File: src/rtl/io_bus_ctrl.sv
// CPU bus decoder: zero-wait targets complete in the strobe cycle, wait-state channels stall cpu_ready W strobes,
// ack-mode channels stall until dev_ack or timeout; backpressure is cpu_ready low, counted in cpu_clken strobes.
module io_bus_ctrl #(
   parameter int                NUM_DEV  = 4,
   parameter int                ADDR_W   = 16,
   parameter int                DATA_W   = 8,
   parameter int                WAIT_W   = 3,
   parameter int                TIMEOUT  = 15,
   parameter logic [DATA_W-1:0] OPEN_BUS = 8'hFF
) (
   input  logic                      sys_clock,
   input  logic                      reset,
   input  logic                      cpu_clken,
   input  logic [ADDR_W-1:0]         cpu_addr,
   input  logic [DATA_W-1:0]         cpu_dout,
   input  logic                      cpu_we,
   output logic [DATA_W-1:0]         cpu_din,
   output logic                      cpu_ready,
   input  logic [NUM_DEV*ADDR_W-1:0] dev_base,
   input  logic [NUM_DEV*ADDR_W-1:0] dev_mask,
   input  logic [NUM_DEV*WAIT_W-1:0] dev_wait,
   input  logic [NUM_DEV*DATA_W-1:0] dev_rdata,
   input  logic [NUM_DEV-1:0]        dev_ack,
   output logic [NUM_DEV-1:0]        dev_cs,
   output logic [NUM_DEV-1:0]        dev_rd,
   output logic [NUM_DEV-1:0]        dev_wr,
   output logic [DATA_W-1:0]         dev_wdata,
   output logic                      ram_cs,
   output logic                      ram_rd,
   output logic                      ram_wr,
   input  logic [DATA_W-1:0]         ram_dout,
   input  logic                      err_clr,
   output logic                      timeout_err
);

   localparam int SEL_W = (NUM_DEV > 1) ? $clog2(NUM_DEV) : 1;
   localparam int TO_W  = $clog2(TIMEOUT + 1);
   localparam int CNT_W = (WAIT_W > TO_W) ? WAIT_W : TO_W;

   typedef enum logic [1:0] {IDLE, WAIT, ACKW} state_t;

   state_t            state;
   logic [CNT_W-1:0]  cnt;
   logic [SEL_W-1:0]  sel_idx;

   logic [DATA_W-1:0] rdata_a [NUM_DEV];
   logic [WAIT_W-1:0] wait_a  [NUM_DEV];

   logic              dec_hit;
   logic [SEL_W-1:0]  dec_idx;
   logic [WAIT_W-1:0] dec_wait;
   logic              dec_slow;
   logic              dec_ackm;
   logic              ack_sel;
   logic              cnt_one;
   logic              cnt_zero;
   logic              forced;

   for (genvar g = 0; g < NUM_DEV; g++) begin : g_unpack
      assign rdata_a[g] = dev_rdata[g*DATA_W +: DATA_W];
      assign wait_a[g]  = dev_wait[g*WAIT_W +: WAIT_W];
   end

   // Scan from the top so the lowest-index hit is the one left standing.
   always_comb begin
      dec_hit = 1'b0;
      dec_idx = '0;
      for (int i = NUM_DEV - 1; i >= 0; i--) begin
         if (((cpu_addr ^ dev_base[i*ADDR_W +: ADDR_W]) & dev_mask[i*ADDR_W +: ADDR_W]) == '0) begin
            dec_hit = 1'b1;
            dec_idx = SEL_W'(i);
         end
      end
   end

   assign dec_wait = wait_a[dec_idx];
   assign dec_slow = dec_hit & (dec_wait != '0);
   assign dec_ackm = (dec_wait == '1);
   assign ack_sel  = dev_ack[sel_idx];
   assign cnt_one  = (cnt == CNT_W'(1));
   assign cnt_zero = (cnt == '0);
   assign forced   = (state == ACKW) & cpu_clken & ~ack_sel & cnt_zero;

   always_comb begin
      cpu_ready = 1'b1;
      cpu_din   = ram_dout;
      dev_cs    = '0;
      dev_rd    = '0;
      dev_wr    = '0;
      ram_cs    = 1'b0;
      case (state)
         IDLE: begin
            if (dec_hit) begin
               dev_cs[dec_idx] = 1'b1;
               cpu_din         = rdata_a[dec_idx];
               if (cpu_clken) begin
                  dev_rd[dec_idx] = ~cpu_we;
                  dev_wr[dec_idx] = cpu_we;
                  cpu_ready       = ~dec_slow;
               end
            end else begin
               ram_cs = 1'b1;
            end
         end
         WAIT: begin
            dev_cs[sel_idx] = 1'b1;
            cpu_din         = rdata_a[sel_idx];
            cpu_ready       = cpu_clken & (cnt_one | ack_sel);
         end
         ACKW: begin
            dev_cs[sel_idx] = 1'b1;
            cpu_din         = forced ? OPEN_BUS : rdata_a[sel_idx];
            cpu_ready       = cpu_clken & (ack_sel | cnt_zero);
         end
         default: begin
            cpu_ready = 1'b1;
         end
      endcase
   end

   assign dev_wdata = cpu_dout;
   assign ram_rd    = ram_cs;
   assign ram_wr    = cpu_we & ram_cs;

   always_ff @(posedge sys_clock or posedge reset) begin
      if (reset) begin
         state       <= IDLE;
         cnt         <= '0;
         sel_idx     <= '0;
         timeout_err <= 1'b0;
      end else begin
         if (forced) begin
            timeout_err <= 1'b1;
         end else if (err_clr) begin
            timeout_err <= 1'b0;
         end
         case (state)
            IDLE: begin
               if (cpu_clken && dec_slow) begin
                  sel_idx <= dec_idx;
                  if (dec_ackm) begin
                     cnt   <= CNT_W'(TIMEOUT);
                     state <= ACKW;
                  end else begin
                     cnt   <= CNT_W'(dec_wait);
                     state <= WAIT;
                  end
               end
            end
            WAIT: begin
               if (cpu_clken) begin
                  if (cnt_one || ack_sel) begin
                     cnt   <= '0;
                     state <= IDLE;
                  end else begin
                     cnt <= cnt - CNT_W'(1);
                  end
               end
            end
            ACKW: begin
               if (cpu_clken) begin
                  if (ack_sel || cnt_zero) begin
                     cnt   <= '0;
                     state <= IDLE;
                  end else begin
                     cnt <= cnt - CNT_W'(1);
                  end
               end
            end
            default: begin
               state <= IDLE;
            end
         endcase
      end
   end

endmodule

File: config.mk
export PLATFORM = sky130hd
export DESIGN_NAME = io_bus_ctrl
export DESIGN_NICKNAME = d
export VERILOG_FILES = /design/src/rtl/io_bus_ctrl.sv
export SDC_FILE = /design/constraint.sdc
export NUM_CORES = 1
export LEC_CHECK = 0
export CAP_MARGIN = 20
export CORE_AREA = 2 2 94 96
export CTS_BUF_LIST = sky130_fd_sc_hd__clkbuf_4 sky130_fd_sc_hd__clkbuf_8
export DETAILED_ROUTE_END_ITERATION = 10
export DIE_AREA = 0 0 96 98
export GPL_TIMING_DRIVEN = 0
export PLACE_DENSITY_LB_ADDON = 0.05
export SKIP_CTS_REPAIR_TIMING = 1
export SLEW_MARGIN = 40
export SYNTH_ARGS = -nofsm -noshare
export SYNTH_HDL_FRONTEND = slang
export SYNTH_SLANG_ARGS = --single-unit
File: constraint.sdc
create_clock -name sys_clock -period 4.2 [get_ports sys_clock]
set_input_delay 0.42 -clock sys_clock [delete_from_list [all_inputs] [get_ports sys_clock]]
set_output_delay 0.42 -clock sys_clock [all_outputs]
set_load 0.02 [all_outputs]
# == Word level (Yosys, flattened, before mapping) ==
# Index checks and enable logic that the tools add are counted.
# Widths: inputs -> output; s select.
# classes
n_addsub,1
magnitude_cmp,6
eq_ne,9
muxes,55
bitwise,24
n_reduce_logical,18
# op_table
cell,count
$and 16x16->16,4
$logic_not 16->1,4
$xor 16x16->16,4
$mux 4,13
$mux 8,6
$bmux 8 s2,2
$pmux 8 s3,1
$mux 2,10
$mux 1,13
$pmux 4 s3,1
$and 4x4->4,2
$ne 2x2->1 const B,4
$pmux 4 s2,1
$and 1x1->1,7
$bmux 3 s2,1
$ge 3x3->1 const B,2
$lt 2x3->1 const B,2
$mux 3,2
$not 2->3,2
$pmux 2 s3,1
$reduce_bool 3->1,2
$reduce_and 5->1,1
$demux 1 s2,2
$eq 4x1->1 const B,1
other kinds (18),25
# totals
regBits,9
output_inout_bits,33

# == Depth between registers and ports, before layout ==
# logic_depth
depth_word,17
ltp_mapped,10
mapped_depth_nobuf,9

# == Worst setup path after synthesis ==
# Ideal clock, no wire load.
# synth_path
kind,input-to-output
from,input cpu_addr[0]
to,output cpu_ready
t_arrival_ps,2461
t_required_ps,3780
setup_slack_ps,1319
cell_stages,9
path_cell_list,xor2_1 > a22oi_2 > nand4_2 > or2_4 > a311o_1 > a32oi_4 > nand4_2 > and2_1 > o221ai_2
# synth_via
elab_chain_len,17
# synth_rtl
item,line_no,rtl
"start, declared",14,"input logic [ADDR_W-1:0] cpu_addr,"
$xor 16x16->16,69,if (((cpu_addr ^ dev_base[i*ADDR_W +: ADDR_W]) & dev_mask[i*ADDR_W +: ADDR_W]) == '0) begin
$and 16x16->16,69,
$logic_not 16->1,69,
$mux 2 (4 in a row),69,
$not 2->3 (implied by the code),76,assign dec_wait = wait_a[dec_idx];
$bmux 3 s2,76,
$mux 3 (implied by the code) (2 in a row),76,
$reduce_bool 3->1,77,assign dec_slow = dec_hit & (dec_wait != '0);
$and 1x1->1,77,
$not 1->1,99,cpu_ready = ~dec_slow;
$mux 1,96,if (cpu_clken) begin
$mux 1 *,93,if (dec_hit) begin
$pmux 1 s3 *,91,case (state)
"end, declared",18,"output logic cpu_ready,"
# Every way passes the cells marked *; elsewhere a longest branch is shown, timed or not. The select of a mux whose other input is x is not followed.

# == Worst setup path after layout ==
# layout_path
from,input cpu_addr[6]
to,output cpu_din[7]
# layout_via
elab_chain_len,13
# layout_rtl
item,line_no,rtl
$xor 16x16->16,69,
$and 16x16->16,69,
$logic_not 16->1,69,
$mux 2 (4 in a row),69,
$not 2->3 (implied by the code),95,cpu_din = rdata_a[dec_idx];
$bmux 8 s2,95,
$mux 8 (implied by the code) (2 in a row),95,
$mux 8 *,93,
$pmux 8 s3 *,91,
"end, declared",17,"output logic [DATA_W-1:0] cpu_din,"
# Marks and branches as above.

==> flow_summary.yaml <==
sta:
  period_needed_ps: 4126
  finalHoldViolCount: 0
  clock.fmax_mhz: 242.4
  grt_setup_unrepaired: "true"
  timing.final.crit_share_pct: 98.23
  drv_slew: 0
  setup_viol: 0
  tns_ps: 0
  clock_skew_ps: 3.467
  worstMarginPinSlew_ps: 652.4
  relSlewSlack_pct: 56.50
floorplan:
  io_pins: 246
  core-area_sq_um: 8466
  dieHeight_microns: 98
  rows: 34
  dieArea_sq_um: 9408
  fp.dieW_microns: 96
  initial_core_util_pct: 32.23
final_layout:
  areaGrowthSynthToFinish_pct: 95.05
  final_core_util_pct: 62.87
  ff_latch_area_sq_um: 225.2
  nNetsFinal: 818
  fill_cells: 752
  diodes: 0
  multi_input_area_sq_um: 2300
  drive_above_1_share_pct: 9.380
  fin_cells: 705
clock_tree:
  cts_tree: "yes"
  cts_root_buffer: "clkbuf_8"
  cts_made_buffers: 3
  clock_path_buffers: 2
  clk_pin_slew_worst_paths_ps: 40
  htree_levels: 1
  worstSkewPairLatency_ps: 230
  clkSinkCount: 9
synth:
  synthCells: 356
  netlist_top_cells_count: "xor2_1 (64), a22oi_1 (29), inv_1 (29), nor2_1 (23), o21ai_0 (23)"
  syn_avg_cell_area_sq_um: 7.665
  ys_seq_area_share_pct: 8.253
  synth.ff_latch_count: 9
  syn_area_sq_um: 2729
  synthFlopType: "dfrtp_1"
  synth_nets: 576
  ys_types: 51
  yosys.area.top_type: "xor2_1"
  synthTopCellsByArea: "xor2_1 (21%), dfrtp_1 (8.3%), a22oi_1 (8.0%)"
  yosys.cell_count.top_type: "xor2_1"
  netlist.area_leader.share_pct: 20.54
  yosysWarnings: 0
  synth_edf_count: 0
  async_flop_share_pct: 100.0
worst_setup_path:
  r2r_setup_slack_ps: 1780
  crit_fanout: 10
  crit_chain: "clkdlybuf4s50_1 > xor2_1 > a22oi_1 > nand4_1 > nor2_4 > nor4b_4 > a2bb2oi_1 > a41oi_1 > o22ai_1 > clkdlybuf4s50_1"
  r2r_start: "state[1]"
  slowest_delay_ps: 600
  r2r_end: "cnt[0]"
  worstSetupStartpointType: "input port"
  worstSetupPathType: "input port to primary output"
  cp.required_ps: 3780
  ff2ff_path_depth: 8
  slowest_stage: "nor4b_4"
  crit_arrival_ps: 3710
  cpMostUsedCell: "clkdlybuf4s50_1"
  critPathCaptureType: "primary output"
placed_design:
  place_inst: 700
  portBuffers: 236
  hpwl_microns: 11880
  gp_congestion: 0.9526
power:
  power_density_nw_per_um2: 240.8
  irDropWorstVdd_uv: 311.0
  p_leak_nw: 2.119
hold_path:
  hp-class: "input port to async pin"
job:
  drv_cap: 0
global_route:
  globalRouteTotalUtil_pct: 27.41
  antenna_found_initial: 0
  grt_pass1_vias: 3957
  grt_pass1_wl_microns: 20310
  grt_max_degree: 11
  grt_overflow_total: 0
detailed_routing:
  drc: 0
  dr.pass1.iters: 6
  ant_nets: 0
  wl_per_cell_microns: 19.51
  initialDrtViolationCount: 271
  drt-vias-per-instance: 5.519
  vias: 3891
  drt_wl_total_microns: 13750
status:
  outcome: "completed"
-- worst max-delay path, delay by kind of cell --
family / cells / cell delay, ps
XOR/XNOR: 1 / 240
AO/OA/AOI/OAI: 4 / 800
buffers and inverters: 2 / 1140
AND/OR/NAND/NOR: 3 / 1110
-- how the worst max path moves through the flow --
stage	start	to	cells past startpoint
after CTS	cpu_addr[10]	cpu_din[0]	12
after detailed placement	cpu_addr[10]	cpu_din[0]	12
after floorplan	cpu_addr[0]	cpu_ready	9
final	cpu_addr[6]	cpu_din[7]	10
after global placement	cpu_addr[10]	cpu_din[1]	12
after global routing	cpu_addr[6]	cpu_din[7]	10
-- kinds of logic (layout without fill, tap and decap cells) --
logic type,Yosys count,after routing,synth area share [%]
DFF,9,9,8.253
adders and majority gates,7,7,3.209
and+or+nand+nor,99,99,19.58
AOI/OAI and AO/OA,110,110,30.31
buffers and inverters,53,294,8.666
muxes,14,14,9.445
xor gates and xnor gates,64,64,20.54
-- power breakdown --
group | switching [W] | internal, W | leakage, nW
clock network | 0.0000318 | 0.0000724 | 0.0262
logic | 0.000515 | 0.000517 | 1.98
registers | 0.0000289 | 0.000117 | 0.118
-- sequential cells by signal, summed over array words and instances, names as in the netlist --
signal,flops
cnt,4
sel_idx,2
state,2
timeout_err,1
-- layer usage --
| layer | wire length (microns) | global-route usage (%) | vias to the layer above |
|---|---|---|---|
| li1 | - | - | 1794 |
| met1 | 5266 | 34.28 | 1818 |
| met2 | 6768 | 47.38 | 243 |
| met3 | 1295 | 4.630 | 36 |
| met4 | 423 | 8.242 | 0 |
| met5 | 0 | 0 | - |
-- placed cells by master, fill, tap and decap left out, types with 8 or more instances in the layout --
master	n
o21ai_0	23
nor2_1	19
nand3_1	21
a2bb2oi_1	8
mux4_2	9
a21oi_1	9
a22oi_1	29
xor2_1	64
clkdlybuf4s50_1	234
o22ai_1	14
dfrtp_1	9
nand2_1	18
buf_4	11
a41oi_1	8
inv_1	29
clkbuf_1	9
-- through the flow --
step	setup slack (ps)	total power [W]	hold slack, ps	cell area [sq um]
global route	-45.57	0.001373	516.0	5323
global placement	-210.8	0.001140	507.3	5226
detailed placement	-231.1	0.001159	512.9	5226
floorplan	1319	0.0006804	247.9	2729
CTS	-250.7	0.001271	489.6	5275
finish	74.14	0.001282	469.5	5323
-- area by class of cell --
type                            count  area share (%)
Inverter                           29           2.045
Clock buffer                        4          0.9168
Multi-Input combinational cell    294           43.21
Tap cell                          108           2.539
Timing Repair Buffer              237           44.62
Buffer                             24           2.445
Sequential cell                     9           4.231
(Power assumes the default switching activity.)
